<file path="src/rtl/store_buffer_pkg.sv">
// Shared types and helpers for the store buffer: funct3 codes, access sizing, entry layout.
package store_buffer_pkg;

    localparam int unsigned SB_DEPTH  = 4;
    localparam int unsigned SB_ADDR_W = 5;
    localparam int unsigned SB_DATA_W = 32;

    // Store widths
    localparam logic [2:0] F3_SB  = 3'b000;
    localparam logic [2:0] F3_SH  = 3'b001;
    localparam logic [2:0] F3_SW  = 3'b010;
    // Load widths
    localparam logic [2:0] F3_LB  = 3'b000;
    localparam logic [2:0] F3_LH  = 3'b001;
    localparam logic [2:0] F3_LW  = 3'b010;
    localparam logic [2:0] F3_LBU = 3'b100;
    localparam logic [2:0] F3_LHU = 3'b101;

    typedef struct packed {
        logic [SB_ADDR_W-1:0] addr;
        logic [2:0]           funct3;
        logic [SB_DATA_W-1:0] data;
    } sb_entry_t;

    // Byte span of an access from the low two funct3 bits (byte/half/word).
    function automatic logic [2:0] size_of(input logic [1:0] f3_lo);
        case (f3_lo)
            2'b00:   size_of = 3'd1;
            2'b01:   size_of = 3'd2;
            default: size_of = 3'd4;
        endcase
    endfunction

    // Only sb/sh/sw are buffered; anything else is flagged and dropped.
    function automatic logic store_f3_ok(input logic [2:0] f3);
        store_f3_ok = (f3 == F3_SB) || (f3 == F3_SH) || (f3 == F3_SW);
    endfunction

endpackage

</file>
<file path="src/rtl/store_buffer_span_overlap.sv">
// Combinational byte-range intersection test; ranges are extended by one bit so they never wrap.
module span_overlap #(
    parameter int unsigned AW = 5
) (
    input  logic [AW-1:0] a_addr_i,
    input  logic [2:0]    a_size_i,
    input  logic [AW-1:0] b_addr_i,
    input  logic [2:0]    b_size_i,
    output logic          overlap_o
);
    localparam int unsigned EW = AW + 1;

    logic [EW-1:0] a_lo, a_hi, b_lo, b_hi;

    // Inclusive [lo, hi] for each access; sizes are always at least one byte.
    always_comb begin
        a_lo      = EW'(a_addr_i);
        b_lo      = EW'(b_addr_i);
        a_hi      = a_lo + EW'(a_size_i) - EW'(1);
        b_hi      = b_lo + EW'(b_size_i) - EW'(1);
        overlap_o = (a_lo <= b_hi) && (b_lo <= a_hi);
    end

endmodule

</file>
<file path="src/rtl/store_buffer.sv">
// In-order store FIFO in front of the single-port data memory; loads win the port unless they hit a buffered store.
module store_buffer
    import store_buffer_pkg::*;
#(
    parameter int unsigned DEPTH = SB_DEPTH
) (
    input  logic                 clk,
    input  logic                 rst,
    input  logic                 st_valid,
    output logic                 st_ready,
    input  logic [SB_ADDR_W-1:0] st_addr,
    input  logic [2:0]           st_funct3,
    input  logic [SB_DATA_W-1:0] st_data,
    output logic                 st_err,
    input  logic                 ld_valid,
    input  logic [SB_ADDR_W-1:0] ld_addr,
    input  logic [2:0]           ld_funct3,
    output logic                 ld_stall,
    input  logic                 fence_req,
    output logic                 fence_done,
    output logic                 mem_read,
    output logic                 mem_write,
    output logic [SB_ADDR_W-1:0] mem_addr,
    output logic [SB_DATA_W-1:0] mem_wdata,
    output logic [2:0]           mem_funct3
);
    localparam int unsigned PTR_W = (DEPTH > 1) ? $clog2(DEPTH) : 1;
    localparam int unsigned CNT_W = PTR_W + 1;

    sb_entry_t        entry_q [DEPTH];
    logic [DEPTH-1:0] valid_q, valid_d;
    logic [PTR_W-1:0] head_q, head_d, tail_q, tail_d;
    logic [CNT_W-1:0] count_q, count_d;
    logic             st_err_q, st_err_d;
    logic [DEPTH-1:0] hit;
    logic             push_hs, push_ok, pop;

    // One overlap comparator per entry against the presented load.
    for (genvar i = 0; i < DEPTH; i++) begin : g_ovl
        span_overlap #(.AW(SB_ADDR_W)) u_ovl (
            .a_addr_i  (entry_q[i].addr),
            .a_size_i  (size_of(entry_q[i].funct3[1:0])),
            .b_addr_i  (ld_addr),
            .b_size_i  (size_of(ld_funct3[1:0])),
            .overlap_o (hit[i])
        );
    end

    assign st_ready   = (count_q != CNT_W'(DEPTH));
    assign ld_stall   = ld_valid && |(valid_q & hit);
    assign fence_done = fence_req && (count_q == '0);
    assign st_err     = st_err_q;
    assign push_hs    = st_valid && st_ready;
    assign push_ok    = push_hs && store_f3_ok(st_funct3);
    assign pop        = mem_write;

    // Port arbitration: unstalled load first, else drain the head store.
    always_comb begin
        mem_read   = 1'b0;
        mem_write  = 1'b0;
        mem_addr   = '0;
        mem_wdata  = '0;
        mem_funct3 = '0;
        if (ld_valid && !ld_stall) begin
            mem_read   = 1'b1;
            mem_addr   = ld_addr;
            mem_funct3 = ld_funct3;
        end else if (count_q != '0) begin
            mem_write  = 1'b1;
            mem_addr   = entry_q[head_q].addr;
            mem_wdata  = entry_q[head_q].data;
            mem_funct3 = entry_q[head_q].funct3;
        end
    end

    // Pointer, occupancy and error next-state.
    always_comb begin
        head_d   = head_q;
        tail_d   = tail_q;
        count_d  = count_q;
        valid_d  = valid_q;
        st_err_d = push_hs && !push_ok;
        if (pop) begin
            valid_d[head_q] = 1'b0;
            head_d          = head_q + PTR_W'(1);
        end
        if (push_ok) begin
            valid_d[tail_q] = 1'b1;
            tail_d          = tail_q + PTR_W'(1);
        end
        case ({push_ok, pop})
            2'b10:   count_d = count_q + CNT_W'(1);
            2'b01:   count_d = count_q - CNT_W'(1);
            default: count_d = count_q;
        endcase
    end

    // Control state; reset empties the buffer and discards pending stores.
    always_ff @(posedge clk or posedge rst) begin
        if (rst) begin
            head_q   <= '0;
            tail_q   <= '0;
            count_q  <= '0;
            valid_q  <= '0;
            st_err_q <= 1'b0;
        end else begin
            head_q   <= head_d;
            tail_q   <= tail_d;
            count_q  <= count_d;
            valid_q  <= valid_d;
            st_err_q <= st_err_d;
        end
    end

    // Entry payload storage; qualified by valid_q so it needs no reset.
    always_ff @(posedge clk) begin
        if (push_ok) begin
            entry_q[tail_q] <= '{addr: st_addr, funct3: st_funct3, data: st_data};
        end
    end

endmodule

</file>
<file path="config.mk">
export PLATFORM = sky130hd
export DESIGN_NAME = store_buffer
export DESIGN_NICKNAME = d
export VERILOG_FILES = /design/src/rtl/store_buffer_pkg.sv /design/src/rtl/store_buffer_span_overlap.sv /design/src/rtl/store_buffer.sv
export SDC_FILE = /design/constraint.sdc
export NUM_CORES = 1
export LEC_CHECK = 0
export BUFFER_PORTS_ARGS = -buffer_cell sky130_fd_sc_hd__buf_4
export CORE_MARGIN = 1.5
export CORE_UTILIZATION = 33
export CTS_CLUSTER_DIAMETER = 80
export DETAILED_ROUTE_END_ITERATION = 10
export GPL_TIMING_DRIVEN = 0
export HOLD_SLACK_MARGIN = 0.15
export PLACE_DENSITY_LB_ADDON = 0.1
export RECOVER_POWER = 50
export SYNTH_ARGS = -nofsm -noshare
export SYNTH_HDL_FRONTEND = slang
export SYNTH_SLANG_ARGS = --single-unit
</file>
<file path="constraint.sdc">
create_clock -name clk -period 5 [get_ports clk]
set_clock_uncertainty 0.05 [all_clocks]
set_input_delay 0.5 -clock clk [delete_from_list [all_inputs] [get_ports clk]]
set_output_delay 0.5 -clock clk [all_outputs]
set_load 0.01 [all_outputs]
</file>
Yosys cells after proc, flatten, opt, wreduce, memory -nomap -nowiden
Memory sizes are Yosys's and may differ from the RTL's. Cells that the tools add are included. W data, S select, Z words.

$add $sub $neg: 14. Order comparisons: 12. Eq/ne operators: 10. Multiplexer cells: 23. Bitwise operators: 4. Reductions and logical operators: 26.

Operator list (number): $mux W32 (2); $le A5 B6 Y1 (8); $pmux W3 S2 (6); $add A5 B3 Y6 (5); $sub A6 B1 Y6 const B (5); $eq A2 B1 Y1 const B (6); $logic_and A1 B1 Y1 (12); $logic_not A2 Y1 (5); $mux W5 (2); $and A4 B4 Y4 (2); $mux W4 (2); $mux W1 (7); $logic_not A3 Y1 (2); $lt A2 B3 Y1 const B (2); $mux W3 (2); $add A2 B1 Y2 const B (2); $demux W1 S2 (2); $ge A2 B1 Y1 const B (2); $not A4 Y4 (1); $or A4 B4 Y4 (1); $reduce_or A4 Y1 (1); $add A3 B1 Y3 const B (1); $eq A3 B1 Y1 const B (1); $eq A3 B2 Y1 const B (1); other kinds (7) (9).

Flip-flop bits (word level): 12. Bits in writable memories: 160. Bits of input ports: 53. Word-level logic and storage cells: 95. Memories kept: 1.

Memory list: entry_q (words 4, bits a word 40, rd ports 5, clocked after Yosys merged registers in 0, write ports 1, RTL line store_buffer.sv:30) `sb_entry_t entry_q [DEPTH];`.

Logic depth before layout (Yosys ltp)
Gate-level depths: netlist of run 1. An unclocked memory read counts as a cell.

Depth after elaboration: 16. Mapped depth: 23. Gate-level depth less buffers: 22.

Hierarchy
Synthesis of run 1 repeated with hierarchy kept, for this count alone.

Cells, all modules: 693. Area total of the unflattened synthesis: 9542.9 um2.

By module, submodules not included: store_buffer (times used 1, cells each 333, area each 6835.3 um2, seq. area each 5104.9 um2); span_overlap (times used 4, cells each 90, area each 676.9 um2, seq. area each 0.0 um2).

Worst setup path before layout of run 1
OpenSTA, ideal clock, no wires.

Path kind: input to register. Start point: input ld_funct3[1]. End point: register count_q[2]. Data arrival time: 4.366 ns. Path slack: 0.505 ns. Stages: 22. Buffers on the path: 1. Cells stage by stage: inv_1 nand2_1 ha_1 inv_1 ha_1 fa_1 inv_1 ha_1 and3_1 a211oi_1 maj3_2 maj3_2 a21oi_2 nor4_4 a21oi_4 buf_4 ha_1 inv_1 fa_1 xor2_1 nor2_1 xor2_1.

Word-level cells in the longest chain between the ends: 14. Elaborated cells between the ends (all ways): 23.

RTL lines: from (decl) (RTL line store_buffer.sv:17) `input logic [2:0] ld_funct3,`; $eq A2 B1 Y1 / $logic_not A2 Y1 (equally long branches) (RTL line store_buffer_pkg.sv:27) `case (f3_lo)`; $pmux W3 S2 * (RTL line store_buffer_pkg.sv:27); $add A5 B3 Y6 * (RTL line store_buffer_span_overlap.sv:20) `b_hi = b_lo + EW'(b_size_i) - EW'(1);`; $sub A6 B1 Y6 * (RTL line store_buffer_span_overlap.sv:20); $le A5 B6 Y1 (RTL line store_buffer_span_overlap.sv:21) `overlap_o = (a_lo <= b_hi) && (b_lo <= a_hi);`; $logic_and A1 B1 Y1 (RTL line store_buffer_span_overlap.sv:21); $and A4 B4 Y4 * (RTL line store_buffer.sv:50) `assign ld_stall = ld_valid && |(valid_q & hit);`; $reduce_or A4 Y1 * (RTL line store_buffer.sv:50); $logic_and A1 B1 Y1 * (RTL line store_buffer.sv:50); $logic_not A1 Y1 * (RTL line store_buffer.sv:64) `if (ld_valid && !ld_stall) begin`; $logic_and A1 B1 Y1 * (RTL line store_buffer.sv:64); $mux W1 * (RTL line store_buffer.sv:64); net mem_write (RTL line store_buffer.sv:22) `output logic mem_write,`; $eq A2 B1 Y1 / $eq A2 B2 Y1 (equally long branches) (RTL line store_buffer.sv:91) `case ({push_ok, pop})`; $pmux W3 S2 / $reduce_bool A2 Y1 (equally long branches); to (signal assigned) (RTL line store_buffer.sv:109) `count_q <= count_d;`; to (decl) (RTL line store_buffer.sv:33) `logic [CNT_W-1:0] count_q, count_d;`.

The timed path passes the listed nets; every way through them passes the cells marked *. A chain may end at the register's enable or synchronous reset.

==> metrics.txt, run 1 <==
status finished, final reports clean; initial DRC count 205; Reg2Reg Depth 23; row count a little under 60; Initial Utilization 0.338; minimum clock period roughly 4.8 ns; Required @ worst endpoint 4.45 ns; total negative slack 0 ns; WHS approximately 0.26 ns; routed via count about 5,300; relative slew slack 0.237; Antenna Nets Post-Route 0; crit end category output pin; Buf+Inv Stages, Crit Path 6; Vias per Instance about 4.9; die width 167 microns; worst endpoint data arrival time 4.27 ns; RR Startpoint entry_q[2][33]$_DFFE_PP_; VDD IR max 0.234 mV; share of layout cells above drive strength 1 0.224; M1 WL 8670 microns; WS Path Type reg2out; Filler cells 2,489; crit path max fanout 10; Root Buffer clkbuf_16; gr ovfl total 0; power per cell area slightly above 500 nW/um^2; GRT Total Usage 0.151; max-capacitance violation count 0; Syn Nets approximately 740; synthesized cell area 8890 sq um; routed len/inst between 15 and 20 microns; Hold Fails Final Rpt 0; global-route wire length before repair roughly 32,000 microns; worst hold path depth 3; setup slack, reg-to-reg 0.36 ns; Clock power frac 0.255; Hold EP st_err$_DFF_PP0_; min-delay src st_valid; wirelength, routed ~20,000 microns; wire length on met2 between 10,000 and 15,000 microns; Seq/Total Area, Yosys 0.574; synth-to-layout area growth 19.6%; slowest stage delay, CP roughly 0.42 ns; final setup vio count 0; post-synthesis cell count 609; metal3 WL just over 1000 microns; Leakage 0.00422 uW; Net Switching roughly 1800 uW; area of the multi-input gates about 3400 sq um; n_diodes 0; Fmax achieved 0.207 GHz; CP max stage cell edfxtp_1; post-route setup slack 0.180 ns; Seq. cell area roughly 5100 sq um; NumNets Final just under 900; DP Worst Slack -0.145 ns; worst skew pair latency 0.42 ns; Int Pwr 3750 uW; Sw Ratio 0.319; antenna violations before repair 0; IO buf count 98; RSZ-0062 raised after global routing yes; Yosys reg bits 172; first drt pass iteration count 4; sequential power share 0.329; CTS sink count 172; cell family with most CP delay simple AND/OR/NAND/NOR gates; average cell area after synthesis around 15 sq um; Primary FF master, synth edfxtp_1; fin crit share 0.964; YS warnings 0; Stages on worst setup path 20; dpl hpwl about 14,000 microns; CTS Buf Count 17; design area between 10,000 and 15,000 sq um; asr flop ratio synth 0.0698; Startpoint Class flop; fin. max-slew vios 0; DIE AREA approximately 28,000 sq um; maximum clock insertion buffer count 2; Core Region 26,300 sq um; Post-DP Area about 10,000 sq um; Synth cell types 55; worst r2r dst count_q[2]$_DFFE_PP0P_; Top Ports 99; Vert. Die Dim about 170 microns; worst min-delay path class in2reg; vias in the first global route 5,654; number of synthesized flops with an enable pin 160; DRC errors left 0; Reg clk slew, reported paths 0.07 ns; CTS tree done; Comb pwr share 0.416; GPL Wtd Cong slightly above 0.8; top sig layer met4; worst-margin pin slew ~1.1 ns; H-tree levels 4; largest net degree at the start of global routing 42; critical path cell sequence or2_2 > ha_1 > inv_1 > ha_2 > inv_1 > fa_1 > xor2_1 > ha_1 > and3_1 > o21ai_1 > a32oi_1 > a21boi_1 > and3_1 > nor4_4 > buf_6 > a21oi_4 > buf_12 > buf_6 > and2_1 > buf_4
state kept, by name, summed over array words and instances (netlist names):
name / count
valid_q: 4
tail_q: 2
st_err: 1
entry_q: 160
count_q: 3
head_q: 2
cells in the final DEF (no fill, tap or decap), types with 4 or more instances in the layout:
cell type / instances
edfxtp_1: 160
inv_1: 80
ha_1: 74
buf_4: 56
clkbuf_1: 54
mux4_2: 40
and2_1: 33
nand2_1: 23
nor2_1: 20
clkbuf_16: 17
a21oi_1: 14
dfrtp_1: 12
a21o_1: 10
xor2_1: 10
mux2i_1: 9
nand3_1: 9
inv_2: 8
and3_1: 7
xnor2_1: 6
nor2b_1: 5
nand2b_1: 5
fa_1: 5
bufinv_16: 5
o21ai_0: 4
nor3_1: 4
a41oi_2: 4
cells in the mapped netlist, drive strengths merged (6+ instances only):
cell	number	share of area
a21o	10	0.0084
a21oi	17	0.013
and2	34	0.024
and3	7	0.0049
buf	6	0.0042
clkbuf	11	0.0046
dfrtp	12	0.034
edfxtp	160	0.54
fa	6	0.014
ha	76	0.11
inv	88	0.037
mux2i	10	0.011
mux4	40	0.10
nand2	24	0.010
nand3	9	0.0051
nor2	20	0.0084
o21ai	7	0.0039
xnor2	8	0.0096
xor2	11	0.012
worst reg2reg max path, delay by kind of cell, from the launching register on:
family	cells	cell delay, ns
AOI/OAI and AO/OA	6	1.10
xor gates and xnor gates	2	0.31
adders and majority gates	6	1.63
buffers and inverters	6	0.58
DFF	1	0.42
and+or+nand+nor	3	0.49
power by group through the flow:
| stage | sequential (uW) | combinational, uW | clock [uW] |
|---|---|---|---|
| floorplan | 1810 | 1390 | 0 |
| global placement | 1840 | 2220 | 0 |
| detailed placement | 1840 | 2250 | 0 |
| CTS | 1820 | 2310 | 1430 |
| global route | 1830 | 2530 | 1490 |
| finish | 1810 | 2290 | 1400 |
logic make-up after synthesis:
logic type | synth area share
simple gates | 0.0737
flops | 0.574
mux | 0.114
fa+ha+maj | 0.123
compound gates | 0.0480
xor+xnor | 0.0212
buf+inv | 0.0464
through the flow:
stage,power [uW],util,cells
floorplan,3200,-,609
global placement,4060,0.382,1042
detailed placement,4090,0.382,1042
CTS,5550,0.408,1076
global route,5850,0.405,1076
finish,5500,0.405,1076
timing repair:
action | CTS | global route
endpoints found under the hold margin | 12 | 0
pin swaps | 2 | 5
setup endpoints to repair | 33 | 38
hold buffers | 1 | 0
gates cloned | 0 | 0
resized for setup | 2 | 20
setup buffers | 3 | 1
worst max path at each step:
stage                                  start                      to  slack, ns
floorplan                       ld_funct3[1]  count_q[2]$_DFFE_PP0P_       0.51
global placement                  ld_addr[0]  count_q[2]$_DFFE_PP0P_      -0.09
detailed placement                ld_addr[0]  count_q[2]$_DFFE_PP0P_      -0.15
CTS                 entry_q[3][33]$_DFFE_PP_             mem_addr[0]       0.02
global route        entry_q[3][33]$_DFFE_PP_            mem_wdata[7]      -0.06
finish              entry_q[3][32]$_DFFE_PP_           mem_wdata[19]       0.18
layout make-up:
class                           instances  share of cell area
Clock buffer                           18              0.0403
Buffer                                 17              0.0101
Clock inverter                         12              0.0186
Inverter                               89              0.0314
Timing Repair Buffer                  102              0.0589
Tap cell                              335              0.0394
Multi-Input combinational cell        331               0.321
Sequential cell                       172               0.480
metal layers:
metal,vias to the layer above,global-route usage
li1,2466,-
met1,2690,0.188
met2,117,0.261
met3,19,0.0371
met4,0,0.0470
met5,-,0
No activity file was read; power rests on OpenSTA's default activity.
==> inputs of run 2 (changes only) <==
--- a/config.mk
+++ b/config.mk
@@ -6,6 +6,7 @@
 export NUM_CORES = 1
 export LEC_CHECK = 0
 export BUFFER_PORTS_ARGS = -buffer_cell sky130_fd_sc_hd__buf_4
+export CORE_ASPECT_RATIO = 1.4
 export CORE_MARGIN = 1.5
 export CORE_UTILIZATION = 33
 export CTS_CLUSTER_DIAMETER = 80
@@ -14,6 +15,7 @@
 export HOLD_SLACK_MARGIN = 0.15
 export PLACE_DENSITY_LB_ADDON = 0.1
 export RECOVER_POWER = 50
+export SLEW_MARGIN = 20
 export SYNTH_ARGS = -nofsm -noshare
 export SYNTH_HDL_FRONTEND = slang
 export SYNTH_SLANG_ARGS = --single-unit
==> metrics.txt, run 2 (synthesis results as in run 1) <==
NumNets Final 879 (+1.6%); worst min-delay path class in2reg; IO buf count 98 (unchanged); Antenna Nets Post-Route 0 (unchanged); setup slack, reg-to-reg 0.17 ns (-0.19 ns); Root Buffer clkbuf_16; Buf+Inv Stages, Crit Path 6 (unchanged); most frequent cells in the layout edfxtp_1 (160), inv_1 (71), ha_1 (70); Comb pwr share 0.442 (+0.026); critical path cell sequence or2_4 > ha_1 > inv_1 > ha_2 > inv_2 > fa_2 > ha_1 > a21o_1 > a21o_1 > a211oi_2 > o31ai_2 > a31oi_2 > nor4_4 > buf_4 > a21oi_4 > clkbuf_16 > clkbuf_16 > and2_4 > buf_4; GPL Wtd Cong 0.830 (+2.7%); share of layout cells above drive strength 1 0.276 (+0.0521); vias in the first global route 5,782 (+2.3%); die width 142 microns (-15%); H-tree levels 4 (unchanged); power per cell area 523 nW/um^2 (+1.0%); Vert. Die Dim 197 microns (+18%); sequential power share 0.318 (-0.011); Int Pwr 3820 uW (+2.0%); Vias per Instance 4.92 (about the same); Leakage 0.00430 uW (+1.8%); slowest stage delay, CP 0.57 ns (+0.15 ns); largest net degree at the start of global routing 42 (unchanged); maximum clock insertion buffer count 2 (unchanged); routed via count 5,322 (+0.57%); area of the multi-input gates 3510 sq um (+2.8%); worst-margin pin slew 2.33 ns (+1.18 ns); relative slew slack -0.560 (-0.797); GRT Total Usage 0.159 (+0.00732); Reg with most FFs entry_q; final setup vio count 0 (unchanged); worst skew pair latency 0.43 ns (about the same); WS Path Type reg2out; Clock power frac 0.240 (-0.015); non-filler cells in the finished layout 1,082 (+0.56%); CTS Buf Count 17 (unchanged); max-capacitance violation count 2 (+2); CTS sink count 172 (unchanged); synth-to-layout area growth 22.6%; routed len/inst 20.2 microns (+6.9%); CTS tree done; Initial Utilization 0.339 (about the same); Top Ports 99 (unchanged); fin crit share 0.985 (+0.0209); worst endpoint data arrival time 4.38 ns (+0.11 ns); first drt pass iteration count 5 (+1); CP max stage cell fa_2; antenna violations before repair 1 (+1); Reg clk slew, reported paths 0.08 ns (about the same); crit path max fanout 5 (-5); DRC errors left 0 (unchanged); Final Util 0.415 (+0.0102); status finished with violations; Startpoint Class flop; DIE AREA 28,000 sq um (about the same); VDD IR max 0.261 mV (+11%); Net Switching 1880 uW (+6.9%); commonest non-fill, non-tap cell in the layout edfxtp_1; Seq. cell area 5100 sq um (unchanged); global-route wire length before repair 32,600 microns (+2.4%); cell family with most CP delay adder cells; failing checks max-capacitance violations, max-slew violations; number of flip-flops in the largest register 160 (unchanged); Required @ worst endpoint 4.45 ns (about the same); crit end category output pin; WHS 0.250 ns (-0.0124 ns); row count 70 (+19%); fin. max-slew vios 84 (+84); gr ovfl total 0 (unchanged); Filler cells 2,502 (+0.52%); leading registers by flop count entry_q: 160 flops, valid_q: 4 flops, count_q: 3 flops; wirelength, routed 21,900 microns (+7.5%); initial DRC count 235 (+15%); Core Region 26,300 sq um (about the same); minimum clock period 4.93 ns (+0.105 ns); Fmax achieved 0.203 GHz (-2.1%); Placed Instances 1,031 (-1.1%); Sw Ratio 0.330 (+0.0103); dpl hpwl 15,000 microns (+3.4%); Hold Fails Final Rpt 0 (unchanged)
run 2: path summary, 6_finish.rpt:
kind	startpoint	end	depth (start not counted)
hold / removal	st_valid	st_err$_DFF_PP0_	3
hold reg to reg	count_q[0]$_DFFE_PP0P_	count_q[0]$_DFFE_PP0P_	1
max in group asynchronous	rst	valid_q[2]$_DFF_PP0_	3
setup / recovery	entry_q[2][33]$_DFFE_PP_	mem_wdata[24]	19
min in group asynchronous	rst	count_q[0]$_DFFE_PP0P_	3
setup reg to reg	entry_q[2][33]$_DFFE_PP_	count_q[2]$_DFFE_PP0P_	23
run 2: final cells by class:
cell class	instances	area share
plain buffers	17	0.0102
clock buffers	18	0.0394
multi-input cells	331	0.322
clock inverters	14	0.0169
repair buffers	116	0.0739
diodes	1	0.000230
flip-flops and latches	172	0.468
inverters	89	0.0319
well taps	324	0.0372
run 2: timing repair:
action	4_1_cts	5_1_grt
gates resized for setup	6	49
gates cloned	0	4
hold endpoints to repair	12	0
setup endpoints to repair	33	42
setup buffers	2	11
hold buffers	1	0
pin swaps	3	26
run 2: worst reg2reg max path: cells and delay by family, from the launching register on:
kind	cells	cell delay [ns]
adders and majority gates	6	1.67
and+or+nand+nor	3	0.44
AOI/OAI and AO/OA	6	1.17
xor gates and xnor gates	2	0.32
DFF	1	0.44
buffers and inverters	6	0.67
run 2: power by group through the flow:
stage	clock, uW	sequential, uW	combinational, uW
floorplan	0	1810	1390
global placement	0	1830	2220
detailed placement	0	1840	2260
CTS	1400	1810	2300
global route	1440	1830	2750
finish	1370	1810	2520
run 2: metal layers:
layer / share of wire / global-route usage / up-vias
li1: - / - / 2498
met5: 0 / 0 / -
met4: 0.021 / 0.0603 / 0
met3: 0.039 / 0.0327 / 27
met1: 0.39 / 0.177 / 2681
met2: 0.55 / 0.294 / 116
run 2: through the flow:
| step | power (uW) | setup TNS (ns) | cell area [sq um] | setup WS [ns] |
|---|---|---|---|---|
| 2_1_floorplan | 3200 | 0 | 8890 | 0.505 |
| 3_3_place_gp | 4050 | -0.251 | 10000 | -0.152 |
| 3_5_place_dp | 4100 | -1.15 | 10000 | -0.285 |
| 4_1_cts | 5500 | 0 | 10700 | 0.00333 |
| 5_1_grt | 6020 | -1.96 | 10900 | -0.0831 |
| 6_report | 5700 | 0 | 10900 | 0.0749 |
==> inputs of run 3 (changes only) <==
--- a/config.mk
+++ b/config.mk
@@ -9,9 +9,9 @@
 export CORE_ASPECT_RATIO = 1.4
 export CORE_MARGIN = 1.5
 export CORE_UTILIZATION = 33
+export CTS_BUF_LIST = sky130_fd_sc_hd__clkbuf_8
 export CTS_CLUSTER_DIAMETER = 80
 export DETAILED_ROUTE_END_ITERATION = 10
-export GPL_TIMING_DRIVEN = 0
 export HOLD_SLACK_MARGIN = 0.15
 export PLACE_DENSITY_LB_ADDON = 0.1
 export RECOVER_POWER = 50
==> metrics.txt, run 3 (synthesis results as in run 1) <==
GRT Total Usage 0.155 (-0.00349); GPL Wtd Cong 0.831 (about the same); CP max stage cell edfxtp_1; relative slew slack 0.290 (+0.850); Filler cells 2,510 (+0.32%); Critical path origin entry_q[3][37]$_DFFE_PP_; IO buf count 98 (unchanged); Reg2Reg Depth 22 (-4.3%); most frequent cells in the layout edfxtp_1 (160), inv_1 (78), buf_4 (72); largest net degree at the start of global routing 45 (+7.1%); status finished, final reports clean; row count 70 (unchanged); area of the multi-input gates 3500 sq um (-0.36%); met2 Use GR 0.289 (-0.00506); CTS sink count 172 (unchanged); crit-path most repeated cell ha_1; crit end category output pin; minimum clock period 4.83 ns (-0.0987 ns); most used routing layer met2; share of layout cells above drive strength 1 0.272 (-0.00421); DRC errors left 0 (unchanged); DP Worst Slack 0.157 ns (+0.442 ns); Reg with most FFs entry_q; Initial Utilization 0.339 (unchanged); fin crit share 0.965 (-0.0197); global-route wire length before repair 32,100 microns (-1.6%); antenna violations before repair 1 (unchanged); Top Ports 99 (unchanged); number of flip-flops in the largest register 160 (unchanged); fin. max-slew vios 0 (-100%); die width 142 microns (unchanged); CTS Buf Count 17 (unchanged); GR met3 Demand/Resource 0.0325 (-0.000242); worst skew pair latency 0.45 ns (+0.02 ns); max-capacitance violation count 0 (-2); cell family with most CP delay adder cells; worst-margin pin slew 1.06 ns (-1.26 ns); worst hold path depth 3 (unchanged); Hold Fails Final Rpt 0 (unchanged); NumNets Final 876 (-0.34%); power per cell area 481 nW/um^2 (-8.0%); RR Startpoint entry_q[2][33]$_DFFE_PP_; routed len/inst 19.4 microns (-3.9%); initial DRC count 209 (-11%); Vert. Die Dim 197 microns (unchanged); Antenna Nets Post-Route 0 (unchanged); first drt pass iteration count 4 (-1); Core Region 26,300 sq um (unchanged); dpl hpwl 14,700 microns (-2.0%); n_diodes 0 (-1); wirelength, routed 20,900 microns (-4.2%); Seq. cell area 5110 sq um (about the same); final setup vio count 0 (unchanged); slowest stage delay, CP 0.39 ns (-0.18 ns); WS Path Type reg2out; Fmax achieved 0.207 GHz (+2.0%); worst r2r dst count_q[2]$_DFFE_PP0P_; Vias per Instance 4.91 (-0.21%); Root Buffer clkbuf_8; post-route setup slack 0.174 ns (+0.0987 ns); H-tree levels 4 (unchanged); CTS tree done; leading registers by flop count entry_q: 160 flops, valid_q: 4 flops, count_q: 3 flops; Buf+Inv Stages, Crit Path 6 (unchanged); RSZ-0062 raised after global routing yes; synth-to-layout area growth 19.5%; VDD IR max 0.287 mV (+9.9%); commonest non-fill, non-tap cell in the layout edfxtp_1; gr ovfl total 0 (unchanged); crit path max fanout 6 (+1); global-route met1 utilization 0.172 (-0.00521); DIE AREA 28,000 sq um (unchanged); routed via count 5,291 (-0.58%); Hold EP st_err$_DFF_PP0_; critical path cell sequence inv_1 > ha_1 > inv_1 > ha_1 > a21o_1 > a21oi_1 > xor2_1 > ha_1 > and3_4 > a32oi_1 > a21boi_1 > and3_1 > nor4_4 > buf_4 > a21oi_4 > buf_6 > clkbuf_16 > and2_1 > buf_4; vias in the first global route 5,757 (-0.43%); worst min-delay path class in2reg; Required @ worst endpoint 4.45 ns (about the same); maximum clock insertion buffer count 2 (unchanged); Final Util 0.404 (-0.0106); Leakage 0.00421 uW (-2.1%); Startpoint Class flop; setup slack, reg-to-reg 0.49 ns (+0.32 ns); worst endpoint data arrival time 4.28 ns (-0.10 ns); Reg clk slew, reported paths 0.09 ns (about the same); min-delay src st_valid
## run 3: worst min-delay path: stages
cell and delay, ns:
buf_4 0.11, nand2_1 0.05, nor2_1 0.04
## run 3: final cells by class
cell class	instances	share of cell area
sequential	172	0.481
multi-input combinational	331	0.329
timing repair buffer	130	0.0834
tap	324	0.0382
inverter	89	0.0318
clock buffer	17	0.0220
clock inverter	15	0.0146
## run 3: metrics by stage
| stage | power (uW) | setup TNS (ns) | hold WS, ns | std cells | instance area, sq um |
|---|---|---|---|---|---|
| 5_1_grt | 5460 | -0.449 | 0.197 | 1078 | 10600 |
| 3_3_place_gp | 4050 | 0 | 0.445 | 1026 | 10100 |
| 2_1_floorplan | 3200 | 0 | 0.315 | 609 | 8890 |
| 3_5_place_dp | 4070 | 0 | 0.461 | 1026 | 10100 |
| 6_report | 5110 | 0 | 0.219 | 1078 | 10600 |
| 4_1_cts | 5060 | -0.00822 | 0.152 | 1061 | 10500 |
## run 3: repair_timing
action	4_1_cts	5_1_grt
endpoints found under the hold margin	16	19
setup buffers	1	8
gates cloned	0	2
resized for setup	2	37
pin swaps	1	19
hold buffers	2	7
setup endpoints to repair	38	40
## run 3: worst max-delay path by stage
stage                                   to  slack, ns  cells after the start
detailed placement             mem_addr[2]       0.16                     19
CTS                          mem_wdata[28]     -0.008                     18
global placement               mem_addr[2]       0.18                     19
global route                 mem_wdata[22]      -0.04                     21
finish                       mem_wdata[22]       0.17                     19
floorplan           count_q[2]$_DFFE_PP0P_       0.51                     22
## run 3: power by group
part | switching, uW | internal [uW] | leakage, uW
registers | 92.8 | 1730 | 0.00159
clock network | 536 | 414 | 0.000197
logic | 1150 | 1180 | 0.00242
total | 1780 | 3330 | 0.00421
## run 3: metal layers
layer	part of all wire	wire (microns)	up-vias
li1	-	-	2486
met1	0.39	8100	2661
met2	0.55	11400	117
met3	0.040	834	27
met4	0.027	560	0
met5	0	0	-
